### config.mk
export PLATFORM = sky130hd
export DESIGN_NAME = bit_serial_adder
export DESIGN_NICKNAME = d
export VERILOG_FILES = /design/src/rtl/bit_serial_pkg.sv /design/src/rtl/full_adder.sv /design/src/rtl/bit_serial_adder.sv
export SDC_FILE = /design/constraint.sdc
export NUM_CORES = 1
export LEC_CHECK = 0
export ABC_AREA = 1
export BUFFER_PORTS_ARGS = -buffer_cell sky130_fd_sc_hd__buf_2
export CAP_MARGIN = 20
export CORE_UTILIZATION = 35
export DETAILED_ROUTE_END_ITERATION = 8
export PLACE_DENSITY_LB_ADDON = 0.08
export REMOVE_ABC_BUFFERS = 1
export SLEW_MARGIN = 40
export SYNTH_ARGS = -nofsm -noshare
export SYNTH_HDL_FRONTEND = slang
export SYNTH_HIERARCHICAL = 1
export SYNTH_SLANG_ARGS = --single-unit
### constraint.sdc
create_clock -name clk -period 1.1 [get_ports clk]
set_input_delay 0.165 -clock clk [delete_from_list [all_inputs] [get_ports clk]]
set_output_delay 0.165 -clock clk [all_outputs]
set_load 0.05 [all_outputs]
### src/rtl/bit_serial_pkg.sv
// Shared types and sizing helpers for the bit-serial adder.
package bit_serial_pkg;

  typedef enum logic {
    IDLE = 1'b0,
    RUN  = 1'b1
  } state_t;

  // Width of the bit counter that walks positions 0..w-1.
  function automatic int cnt_width(input int w);
    return (w < 2) ? 1 : $clog2(w);
  endfunction

endpackage

### src/rtl/full_adder.sv
// One-bit full adder cell.
module full_adder (
  input  logic a,
  input  logic b,
  input  logic cin,
  output logic sum,
  output logic cout
);

  assign sum  = a ^ b ^ cin;
  assign cout = (a & b) | (a & cin) | (b & cin);

endmodule

### src/rtl/bit_serial_adder.sv
// LSB-first serial adder: one bit pair per clock through a single full_adder,
// registered sum/cout and a one-cycle done pulse after WIDTH cycles.
module bit_serial_adder
  import bit_serial_pkg::*;
#(
  parameter int WIDTH = 8
) (
  input  logic             clk,
  input  logic             rst,
  input  logic             start,
  input  logic [WIDTH-1:0] a,
  input  logic [WIDTH-1:0] b,
  input  logic             cin,
  output logic             busy,
  output logic             done,
  output logic [WIDTH-1:0] sum,
  output logic             cout
);

  localparam int CW = cnt_width(WIDTH);

  state_t           state, state_nx;
  logic [WIDTH-1:0] a_sr, b_sr, s_sr;
  logic [WIDTH-1:0] s_nx;
  logic             carry;
  logic [CW-1:0]    cnt;
  logic             fa_s, fa_c;
  logic             last;

  full_adder u_fa (
    .a    (a_sr[0]),
    .b    (b_sr[0]),
    .cin  (carry),
    .sum  (fa_s),
    .cout (fa_c)
  );

  // Sum bits enter at the MSB so that after WIDTH shifts bit 0 sits at the LSB.
  assign s_nx = {fa_s, s_sr[WIDTH-1:1]};
  assign last = (cnt == CW'(WIDTH - 1));
  assign busy = (state == RUN);

  always_comb begin
    state_nx = state;
    case (state)
      IDLE:    if (start) state_nx = RUN;
      RUN:     if (last)  state_nx = IDLE;
      default: state_nx = IDLE;
    endcase
  end

  always_ff @(posedge clk or posedge rst) begin
    if (rst) state <= IDLE;
    else     state <= state_nx;
  end

  always_ff @(posedge clk or posedge rst) begin
    if (rst) begin
      a_sr  <= '0;
      b_sr  <= '0;
      s_sr  <= '0;
      carry <= 1'b0;
      cnt   <= '0;
      sum   <= '0;
      cout  <= 1'b0;
      done  <= 1'b0;
    end else begin
      done <= 1'b0;
      if (state == IDLE) begin
        if (start) begin
          a_sr  <= a;
          b_sr  <= b;
          carry <= cin;
          cnt   <= '0;
        end
      end else begin
        a_sr  <= {1'b0, a_sr[WIDTH-1:1]};
        b_sr  <= {1'b0, b_sr[WIDTH-1:1]};
        s_sr  <= s_nx;
        carry <= fa_c;
        cnt   <= cnt + 1'b1;
        if (last) begin
          sum  <= s_nx;
          cout <= fa_c;
          done <= 1'b1;
        end
      end
    end
  end

endmodule

== Yosys cells after proc, flatten, opt, wreduce, memory -nomap -nowiden ==
Cells that the tools add are included.
W data, S select, Z words.
Storage, ports and cells
  flip-flop bits (word level): 39
  input bits: 20
Operators by class
  $add $sub $neg: 1
  equality and inequality tests: 1
  multiplexer cells: 13
  bitwise gates (word level): 8
  reduce and logical (&&, ||, !) cells: 2
Operator list (number)
  $mux W8: 4
  $mux W1: 6
  $mux W3: 2
  $add A3 B1 Y3 const B: 1
  $and A1 B1 Y1: 3
  $eq A3 B3 Y1 const B: 1
  $or A1 B1 Y1: 2
  $pmux W1 S2: 1
  $reduce_and A2 Y1: 1
  $reduce_bool A2 Y1: 1
  $xor A1 B1 Y1: 2
  $not A1 Y1: 1

== Longest topological paths before layout ==
Gate-level depths: netlist of the first run.
  word-level depth: 4
  mapped depth: 6
  depth with buffers taken out: 6

== Hierarchy ==
Netlist of the first run, hierarchy kept.
By module, submodules not included
  bit_serial_adder: times used 1, cells each 171, area an instance 1616.6 µm², sequential area each 950.9 µm²
  full_adder: times used 1, cells each 1, area an instance 20.0 µm², sequential area each 0.0 µm²

== Worst setup path before layout of the first run ==
Ideal clock, no wire load.
  path type: register -> register
  start point: reg state, in the netlist busy
  end point: reg sum[0]
  data arrival time: 1.158 ns
  path slack: -0.178 ns
  cell stages (with the launch flop): 6
  path buffers: 2
  cell sequence: dfrtp_1 > buf_6 > nand2_4 > buf_6 > nand2_1 > o21ai_2
On the way
  word-level cells in the longest chain between the ends: 1
RTL lines
  from (decl): line bit_serial_adder.sv:22  | state_t state, state_nx;
  from (signal assigned): line bit_serial_adder.sv:54  | else state <= state_nx;
  $reduce_and A2 Y1 (no line)
  to (signal assigned): line bit_serial_adder.sv:83  | sum <= s_nx;
  to (decl): line bit_serial_adder.sv:16  | output logic [WIDTH-1:0] sum,
Every way passes these cells.
A chain may end at the register's enable or synchronous reset.

== Final worst setup path of the first run ==
  start point: reg state, in the netlist busy
  end point: out busy
RTL lines
  to (decl): line bit_serial_adder.sv:14  | output logic busy,
No word-level cell between the ends.

==> summary.log, run 1 <==
qor: worst_hold_path.min_path_type primary input to register
qor: clock_network.clock_transition_at_the_registers_of_the_reported_paths 0.07 ns
qor: clock_network.insertion_delay 0.28 ns
qor: yosys.post_synthesis_instance_area 1640 µm²
qor: routing.routed_wirelength 3330 µm
qor: cells_and_area.post-route-util 50.7%
qor: power.internal-power 3.89 mW
qor: routing.first_iter_violations 29
qor: power.power_per_cell_area 2900 nW/µm²
qor: yosys.cell_types_occupying_the_most_area_after_synthesis dfrtp_1 (58%), nand2_1 (14%), nand3_1 (9.8%)
qor: setup_path.timing.reg2reg.worst_path_depth 6
qor: global_routing.antenna_violations_before_repair 0
qor: placed_design.gp_routability_congestion 0.673
qor: yosys.synth.mux.area_fraction 0%
qor: yosys.ys_warn_count 6
qor: floorplan.die_height 70.4 µm
qor: sta.setup_viol 11
qor: cells_and_area.fin_area 2240 µm²
qor: power.p_switching 2.60 mW
qor: power.vdd.ir_drop.worst 0.894 mV
qor: placed_design.hpwl_after_detailed_placement 2090 µm
qor: routing.via_per_inst 4.66
qor: sta.rsz0062_at_grt true
qor: setup_path.worst-endpoint-required 0.94 ns
qor: yosys.ys_seq_area_share 58.1%
qor: placed_design.io_buffers 30
qor: yosys.synth_top_family_by_area simple AND/OR/NAND/NOR gates
qor: global_routing.grt_util_all_layers 15.5%
qor: setup_path.worst_setup_slack_for_register_to_register_paths -0.07 ns
qor: cells_and_area.nFillCells 429
qor: yosys.syn_inst 172
qor: floorplan.die_width 70.4 µm
qor: yosys.post_synth_fa_ha_maj_area_fraction 2.75%
qor: sta.fin_worst_skew 0.00421 ns
qor: power.fraction_of_power_spent_switching_nets 40.1%
qor: cells_and_area.diodes 0
qor: yosys.synthesis.area_per_instance 9.51 µm²
qor: yosys.synth_top_area_share 58.1%
qor: sta.worst-slew-pin-transition 0.254 ns
qor: job.max-cap-violations 0
qor: routing.drt.antenna.violating_nets 0
qor: floorplan.core 4410 µm²
qor: sta.layout_setup_ws -0.0834 ns
qor: setup_path.end_kind output port
qor: routing.drt_pass1_iterations 4
qor: clock_network.tritoncts.num_buffers 5
qor: cells_and_area.layout-drive-gt1-share 35.8%
qor: sta.timing.max_slew.rel_slack 83.2%
qor: power.combinational_group_share_of_total_power 49.1%
qor: yosys.fraction_of_the_mapped_netlist_area_in_compound_gates 6.19%
qor: clock_network.cts_htree_levels 2
qor: sta.min_period 1.18 ns
qor: routing.wire_per_inst 12.3 µm
qor: global_routing.first_global_vias 1245
qor: placed_design.placement.setup.worst_slack -0.0875 ns
qor: cells_and_area.areaGrowthSynthToFinish 36.6%
qor: yosys.synthXorXnorAreaFrac 0%
qor: sta.report.final.hold_viol_count 0
qor: setup_path.cp_max_fo 4
qor: worst_hold_path.timing.hold.worst_path_depth 3
qor: cells_and_area.final-instance-count-excl-fill 270
qor: yosys.synth.distinct_cells 16
qor: floorplan.placement_rows 24
qor: global_routing.global_route_wire_length_before_repair 5950 µm
qor: clock_network.tritoncts yes
qor: power.power_frac_clock 15.1%
qor: setup_path.crit_type register to output port
qor: floorplan.boundaryPins 31
qor: setup_path.start_kind register
qor: placed_design.place_inst 254
qor: status.run_status complete, but fails checks
qor: floorplan.die_area 4950 µm²
qor: status.violations_in_the_final_reports setup timing
qor: yosys.synth_simple_gate_area_share 25.4%
qor: routing.remaining_drc_errors 0
qor: clock_network.ctsLongestPathBuffers 2
qor: setup_path.cp.arrival 1.02 ns
qor: power.static_leakage_power 1.13 nW
qor: cells_and_area.final_net_count 240
qor: sta.timing_max_transition_violations_final 0
qor: sta.min_period_over_period 108%
qor: clock_network.ctsRootBufferMaster clkbuf_8
qor: yosys.netlist.top_cell.by_area dfrtp_1
qor: placed_design.dpl_cell_area 1880 µm²
qor: global_routing.grt_start_max_net_pins 39
qor: sta.final.hold.worst_slack 0.111 ns
qor: global_routing.globalRoute.totalOverflow 0
qor: sta.max_freq 845 MHz
qor: clock_network.tritoncts_num_sinks 38
qor: routing.routed-via-count 1257
qor: floorplan.start_util 37.1%
qor: power.share_of_power_burned_in_registers 35.9%
qor: yosys.synth_seq_cells 38
## cells in the mapped netlist
library cell  instances
o21ai_2               7
nor2_1                1
nand2_1              61
fa_1                  1
dfrtp_1              38
o21ai_0               7
buf_6                 5
inv_1                 9
nand3_1              32
buf_2                 4
nand2_4               1
nor2_4                1
buf_4                 1
o21ai_1               1
inv_4                 1
ha_1                  2
## flip-flops by register name, summed over array words and instances (netlist names)
signal / flops
s_sr: 7
sum: 8
carry: 1
busy: 1
a_sr: 8
b_sr: 8
done: 1
cnt: 3
cout: 1
## power groups by stage
stage                     registers, mW  logic [mW]  clock network [mW]
after floorplan                    2.90       0.987                   0
after detailed placement           2.27        2.43                   0
final                              2.33        3.19               0.979
after global routing               2.40        3.52                1.08
after global placement             2.25        2.37                   0
after CTS                          2.26        2.93                1.01
## stage by stage
stage               power (mW)  setup TNS [ns]
floorplan                 3.89          -22.61
global placement          4.62          -0.598
detailed placement        4.70          -0.745
CTS                       6.20          -0.524
global route              7.00           -2.06
finish                    6.49          -0.673
## routing by layer
metal / part of all wire (%) / wire [µm] / vias to the layer above / global-route usage, %
met1: 47 / 1570 / 588 / 20.5
met4: 1.4 / 46 / 0 / 5.33
met2: 48 / 1580 / 25 / 24.3
met3: 3.7 / 123 / 5 / 4.47
met5: 0 / 0 / - / 0
li1: - / - / 639 / -
## worst max-delay path, cell delays in order (launching register included)
cell and delay (ns):
dfrtp_1 0.44, buf_12 0.16, buf_12 0.14
## cell families after synthesis
logic type / Yosys count
buffers and inverters: 20
adders and majority gates: 3
DFF: 38
AOI/OAI and AO/OA: 15
and+or+nand+nor: 96
## placed cells by master (no fill, tap or decap), types with 3 or more instances in the layout
master	n
nand2_1	52
dfrtp_1	38
nand3_1	32
buf_2	20
buf_4	10
inv_1	8
buf_6	8
o21ai_2	7
nand2_4	6
clkbuf_8	6
o21ai_0	5
buf_12	4
o21ai_1	3
nand2_2	3
clkbuf_4	3
## path summary, 6_finish.rpt
kind	startpoint	end
worst max-delay path	busy	busy
worst min-delay path	b[7]	b_sr[7]
worst max register to register	cnt[0]	sum[3]
worst min register to register	b_sr[7]	b_sr[7]
max in group asynchronous	rst	a_sr[5]
min in group asynchronous	rst	sum[5]
## timing repair
item                                    4_1_cts  5_1_grt
setup buffers                                 4        1
endpoints found under the setup margin       13       39
endpoints found under the hold margin        38        0
gates resized for setup                      16       39
pin swaps                                     4        3
cloned                                        2        0
hold buffers                                  1        0
## final cells by class
cell class	count	area [µm²]	area share, %
sequential	38	951	42.5
multi-input combinational	114	643	28.8
timing repair buffer	48	438	19.6
clock buffer	7	86.3	3.86
tap	52	65.1	2.91
inverter	10	47.5	2.13
clock inverter	1	5.00	0.224
Power figures use the tool's default switching activity.
==> inputs of run 2 (changes only) <==
BUFFER_PORTS_ARGS = unset   (was -buffer_cell sky130_fd_sc_hd__buf_2)
DONT_BUFFER_PORTS = 1   (was unset)
==> run 2 against run 1 <==
Effect of this change: the run still ends with setup timing left; sequential power is essentially flat; sequential cell count is the same; worst setup slack gained 0.018 ns; final cell count shrank 7.8%; via count shrank 4.4%; sequential share of layout area grew 3.6 points; first-iteration DRC count grew 130%; largest cell class unchanged; highest routed layer unchanged.
==> summary.log, run 2 (synthesized netlist as in run 1, its figures left out) <==
qor: status.run_status complete, but fails checks
qor: status.violations_in_the_final_reports setup timing
qor: global_routing.antenna_violations_before_repair 0 [unchanged]
qor: global_routing.grt_util_all_layers 14.4% [-1.1 points]
qor: floorplan.core 4410 µm² [unchanged]
qor: setup_path.start_kind register
qor: global_routing.globalRoute.totalOverflow 0 [unchanged]
qor: placed_design.gp_routability_congestion 0.688 [+2.2%]
qor: sta.fin_worst_skew 0.00376 ns [-0.000449 ns]
qor: routing.via_per_inst 4.83 [+3.7%]
qor: sta.min_period 1.17 ns [-0.0183 ns]
qor: clock_network.insertion_delay 0.28 ns [about the same]
qor: sta.worst-slew-pin-transition 0.442 ns [+0.187 ns]
qor: routing.drt.antenna.violating_nets 0 [unchanged]
qor: power.p_switching 2.48 mW [-4.6%]
qor: sta.rsz0062_at_grt true
qor: sta.report.final.hold_viol_count 0 [unchanged]
qor: cells_and_area.diodes 0 [unchanged]
qor: sta.final.hold.worst_slack 0.0232 ns [-0.0876 ns]
qor: cells_and_area.final-instance-count-excl-fill 249 [-7.8%]
qor: sta.timing_max_transition_violations_final 0 [unchanged]
qor: routing.drt_pass1_iterations 4 [unchanged]
qor: clock_network.ctsLongestPathBuffers 2 [unchanged]
qor: routing.first_iter_violations 66 [+130%]
qor: power.fraction_of_power_spent_switching_nets 40.5% [+0.46 points]
qor: setup_path.crit_type register to register
qor: clock_network.tritoncts_num_sinks 38 [unchanged]
qor: cells_and_area.layout.cells.most_common nand2_1
qor: power.power_frac_clock 15.9% [+0.8 points]
qor: power.design_power_total 6.12 mW [-5.7%]
qor: clock_network.cts_htree_levels 2 [unchanged]
qor: cells_and_area.areaGrowthSynthToFinish 26.1%
qor: job.max-cap-violations 0 [unchanged]
qor: clock_network.ctsRootBufferMaster clkbuf_8
qor: power.share_of_power_burned_in_registers 38.1% [+2.2 points]
qor: cells_and_area.largest_registers a_sr (8), b_sr (8), sum (8)
qor: setup_path.cp_max_fo 6 [+2]
qor: power.vdd.ir_drop.worst 0.919 mV [+2.8%]
qor: clock_network.tritoncts.num_buffers 5 [unchanged]
qor: sta.timing.max_slew.rel_slack 70.6% [-13 points]
qor: setup_path.end_kind register
qor: routing.routed-via-count 1202 [-4.4%]
qor: cells_and_area.final_cell_mix nand2_1 (53), dfrtp_1 (37), nand3_1 (32)
qor: routing.remaining_drc_errors 0 [unchanged]
qor: floorplan.die_height 70.4 µm [unchanged]
qor: placed_design.hpwl_after_detailed_placement 2040 µm [-2.3%]
qor: cells_and_area.layout-drive-gt1-share 28.4% [-7.4 points]
qor: floorplan.start_util 37.1% [unchanged]
qor: sta.layout_setup_ws -0.0651 ns [+0.0183 ns]
qor: power.internal-power 3.64 mW [-6.4%]
qor: routing.wire_per_inst 12.8 µm [+3.6%]
qor: routing.routed_wirelength 3180 µm [-4.5%]
qor: floorplan.boundaryPins 31 [unchanged]
qor: sta.setup_viol 11 [unchanged]
qor: placed_design.io_buffers 0 [-100%]
qor: placed_design.placement.setup.worst_slack -0.124 ns [-0.0362 ns]
qor: power.power_per_cell_area 2970 nW/µm² [+2.1%]
qor: power.combinational_group_share_of_total_power 46.0% [-3.1 points]
qor: setup_path.cp.arrival 1.34 ns [+0.32 ns]
qor: worst_hold_path.min_path_type primary input to register
qor: placed_design.place_inst 234 [-7.9%]
qor: sta.min_period_over_period 106% [-1.7 points]
qor: power.static_leakage_power 1.02 nW [-9.7%]
qor: global_routing.grt_start_max_net_pins 39 [unchanged]
qor: global_routing.first_global_vias 1249 [+0.32%]
qor: cells_and_area.post-route-util 46.8% [-3.9 points]
qor: sta.max_freq 858 MHz [+1.6%]
qor: setup_path.worst-endpoint-required 1.28 ns [+0.34 ns]
qor: floorplan.die_width 70.4 µm [unchanged]
qor: floorplan.die_area 4950 µm² [unchanged]
qor: clock_network.tritoncts yes
qor: clock_network.clock_transition_at_the_registers_of_the_reported_paths 0.07 ns [about the same]
qor: global_routing.global_route_wire_length_before_repair 5580 µm [-6.1%]
qor: cells_and_area.final_net_count 219 [-8.8%]
qor: floorplan.placement_rows 24 [unchanged]
==> run 2: cell types whose count changed in the layout (fill, tap and decap cells not counted), sizes merged <==
cell / before / now
buf: 43 / 25
bufbuf: 1 / 0
clkbuf: 10 / 8
==> run 2: repair_timing <==
item / in CTS / in global routing
setup endpoints to repair: 14 / 32
endpoints found under the hold margin: 38 / 0
pin swaps: 3 / 1
gates cloned: 0 / 1
resized for setup: 20 / 5
hold buffers: 1 / 0
buffers inserted: 4 / 1
==> run 2: path summary, 6_finish.rpt <==
kind | slack (ns) | end | start | depth (start not counted)
setup reg to reg | -0.07 | sum[3] | cnt[0] | 5
setup / recovery | -0.07 | sum[3] | cnt[0] | 5
min in group asynchronous | 0.38 | sum[4] | rst | 3
hold / removal | 0.02 | b_sr[7] | b[7] | 2
max in group asynchronous | 0.52 | busy | rst | 3
hold reg to reg | 0.47 | a_sr[7] | a_sr[7] | 2
==> run 2: through the flow <==
step                      setup TNS, ns  cell area (µm²)
after floorplan                  -22.61             1550
after global placement           -0.740             1820
after detailed placement          -1.11             1820
after CTS                        -0.425             2020
after global routing              -1.09             2060
final                            -0.521             2060
==> run 2: area by class of cell <==
class                      count  area [µm²]
clock inverter                 1        5.00
sequential                    38         952
tap                           52        65.1
fill                         420        2350
timing repair buffer          27         300
multi-input combinational    114         613
inverter                      10        42.5
clock buffer                   7        86.3
==> run 2: worst max-delay path, stage by stage, from the launching register on <==
cell and delay (ns):
dfrtp_1 0.39, ha_2 0.20, ha_4 0.18, nand2_8 0.09, clkbuf_16 0.15, o21ai_2 0.05
==> run 2: per-layer routing <==
| metal | global-route usage, % | share of wire [%] |
|---|---|---|
| met2 | 23.1 | 49 |
| met1 | 18.3 | 45 |
| met4 | 5.33 | 0.94 |
| met3 | 4.47 | 5.1 |
| met5 | 0 | 0 |
==> run 2: power by group through the flow <==
stage / clock, mW / sequential [mW] / combinational (mW)
finish: 0.974 / 2.33 / 2.82
global route: 1.07 / 2.40 / 3.13
CTS: 1.02 / 2.33 / 2.74
detailed placement: 0 / 2.36 / 2.42
global placement: 0 / 2.34 / 2.37
floorplan: 0 / 2.90 / 0.987
==> inputs of run 3 (changes only) <==
CORE_UTILIZATION = 51   (was 35)
PLACE_DENSITY = 0.69   (was unset)
PLACE_DENSITY_LB_ADDON = unset   (was 0.08)
clock period = 1 ns   (was 1.1 ns; I/O delays follow)
==> run 3 against run 2 <==
Effect of this change: the flow still finishes with violations (setup timing); die area fell by 31%; non-clock buffer count rose by 34; clock skew is 0.0036 ns higher; sequential share of layout area decreased by 9.5 points; critical path type unchanged.
==> summary.log, run 3 (synthesized netlist as in run 1, its figures left out) <==
qor: status.run_status complete, but fails checks
qor: status.violations_in_the_final_reports setup timing
qor: global_routing.grt_start_max_net_pins 39 [unchanged]
qor: placed_design.hpwl_after_detailed_placement 1990 µm [-2.4%]
qor: sta.max_freq 809 MHz [-5.8%]
qor: sta.layout_setup_ws -0.237 ns [-0.172 ns]
qor: global_routing.antenna_violations_before_repair 0 [unchanged]
qor: routing.drt_pass1_iterations 4 [unchanged]
qor: power.vdd.ir_drop.worst 1.79 mV [+95%]
qor: clock_network.ctsLongestPathBuffers 2 [unchanged]
qor: setup_path.critical-path-max-stage-delay 0.44 ns [+0.05 ns]
qor: floorplan.placement_rows 20 [-17%]
qor: clock_network.tritoncts_num_sinks 38 [unchanged]
qor: cells_and_area.largest_registers a_sr (8), b_sr (8), sum (8)
qor: setup_path.cp_max_fo 8 [+2]
qor: power.power_per_cell_area 2980 nW/µm² [+0.40%]
qor: cells_and_area.layout.cells.most_common dfrtp_1
qor: sta.setup_total_negative_slack -7.20 ns [-6.68 ns]
qor: setup_path.end_kind register
qor: sta.setup_viol 43 [+32]
qor: routing.routed-via-count 1414 [+18%]
qor: placed_design.io_buffers 0 [unchanged]
qor: cells_and_area.sequential_cell_area 952 µm² [unchanged]
qor: routing.wl_met1 1550 µm [+9.2%]
qor: clock_network.ctsRootBufferMaster clkbuf_4
qor: clock_network.insertion_delay 0.36 ns [+0.08 ns]
qor: sta.report.final.hold_viol_count 0 [unchanged]
qor: sta.min_period 1.24 ns [+0.0717 ns]
qor: clock_network.tritoncts yes
qor: routing.via_per_inst 5.16 [+6.9%]
qor: placed_design.gp_routability_congestion 0.723 [+5.0%]
qor: setup_path.ordered_list_of_cells_on_the_worst_path buf_12 -> buf_8 -> nor2_4 -> clkbuf_16 -> nand2_2 -> nand2_1
qor: routing.routed_wirelength 4030 µm [+27%]
qor: routing.drt.antenna.violating_nets 0 [unchanged]
qor: global_routing.global_route_wire_length_before_repair 5910 µm [+5.9%]
qor: sta.timing.max_slew.rel_slack 57.7% [-13 points]
qor: clock_network.clock_transition_at_the_registers_of_the_reported_paths 0.11 ns [+0.04 ns]
qor: clock_network.cts_htree_levels 2 [unchanged]
qor: job.max-cap-violations 0 [unchanged]
qor: cells_and_area.final_cell_mix dfrtp_1 (37), nand2_1 (30), nand2_2 (22)
qor: sta.timing_max_transition_violations_final 0 [unchanged]
qor: cells_and_area.diodes 0 [unchanged]
qor: routing.remaining_drc_errors 0 [unchanged]
qor: setup_path.critical_path.slowest_cell dfrtp_1
qor: global_routing.grt_util_all_layers 23.7% [+9.2 points]
qor: sta.rsz0062_at_grt true
qor: floorplan.core 3050 µm² [-31%]
qor: cells_and_area.footprint_of_the_multi_input_gates 783 µm² [+28%]
qor: floorplan.die_width 58.6 µm [-17%]
qor: cells_and_area.areaGrowthSynthToFinish 58.7%
qor: routing.wire_per_inst 14.7 µm [+15%]
qor: routing.met2WireLength 2130 µm [+36%]
qor: routing.highest_layer met4
qor: global_routing.first_global_vias 1381 [+11%]
qor: setup_path.cp.arrival 1.54 ns [+0.20 ns]
qor: worst_hold_path.min_path_type primary input to register
qor: setup_path.cp_top_family buffers and inverters
qor: floorplan.die_height 58.6 µm [-17%]
qor: cells_and_area.nFillCells 158 [-62%]
qor: floorplan.boundaryPins 31 [unchanged]
qor: routing.wl_met3 236 µm [+46%]
qor: cells_and_area.final_net_count 253 [+16%]
qor: routing.first_iter_violations 60 [-9.1%]
qor: setup_path.start_kind register
qor: sta.worst-slew-pin-transition 0.632 ns [+0.190 ns]
qor: setup_path.crit_type register to register
qor: power.static_leakage_power 1.34 nW [+32%]
qor: setup_path.critical_path_buffers_and_inverters 3 [+2]
qor: cells_and_area.layout-drive-gt1-share 46.5% [+18 points]
qor: setup_path.worst-endpoint-required 1.30 ns [+0.02 ns]
qor: clock_network.tritoncts.num_buffers 5 [unchanged]
qor: sta.fin_worst_skew 0.00740 ns [+0.00364 ns]
qor: sta.min_period_over_period 124% [+18 points]
qor: placed_design.placement.setup.worst_slack -0.237 ns [-0.113 ns]
qor: floorplan.start_util 53.6% [+17 points]
qor: global_routing.globalRoute.totalOverflow 0 [unchanged]
qor: floorplan.die_area 3440 µm² [-31%]
-- run 3: cell types whose count changed in the layout (fill, tap and decap cells not counted), moves of 8 or more --
cell | previous run | this run
nand3_1 | 32 | 17
nand2_4 | 1 | 9
dlygate4sd3_1 | 1 | 19
nand2_2 | 7 | 22
nand2_1 | 53 | 30
nand3_2 | 0 | 15
-- run 3: path summary, 6_finish.rpt --
kind | endpoint | startpoint | slack, ns | depth (start not counted)
hold reg to reg | s_sr[6] | s_sr[7] | 0.49 | 2
hold / removal | a_sr[7] | start | 0.08 | 4
min in group asynchronous | sum[4] | rst | 0.29 | 3
setup / recovery | cnt[2] | busy | -0.24 | 6
max in group asynchronous | sum[2] | rst | 0.50 | 3
setup reg to reg | cnt[2] | busy | -0.24 | 6
-- run 3: what timing repair did --
item                                   in CTS  in global routing
setup endpoints to repair                  43                 43
gates resized for setup                    33                 45
hold buffers                               19                  0
setup buffers                              13                  7
endpoints found under the hold margin      55                  0
pin swaps                                   6                  3
gates cloned                                1                  1
-- run 3: metrics by stage --
step                      instance area [µm²]  hold slack (ns)  power [mW]  instances  utilization (%)
final                                    2600           0.0836        7.73        274             85.1
after global routing                     2600           0.0816        8.17        274             85.1
after CTS                                2360           0.0682        7.09        266             77.2
after detailed placement                 1890            0.118        5.55        227             61.9
after global placement                   1890            0.109        5.44        227             61.9
after floorplan                          1550            0.294        4.28        162                -
-- run 3: final cells by class --
type / count / area share, %
flip-flops and latches: 38 / 36.7
multi-input cells: 114 / 30.2
repair buffers: 61 / 27.5
well taps: 44 / 2.12
inverters: 10 / 1.83
clock buffers: 7 / 1.73
-- run 3: worst reg2reg max path, cell delays in order, from the launching register on --
cell and delay (ns):
dfrtp_1 0.44, buf_12 0.15, buf_8 0.13, nor2_4 0.16, clkbuf_16 0.19, nand2_2 0.04, nand2_1 0.07
-- run 3: report_power, final --
group          internal [mW]  switching, mW  leakage [nW]
clock network          0.265          0.496        0.0254
registers               2.15          0.471         0.492
logic                   2.11           2.24         0.823
-- run 3: layer usage --
| layer | track usage [%] | vias to the layer above |
|---|---|---|
| met3 | 7.03 | 9 |
| met1 | 25.8 | 677 |
| met4 | 13.3 | 0 |
| met5 | 0 | - |
| li1 | - | 669 |
| met2 | 41.2 | 59 |
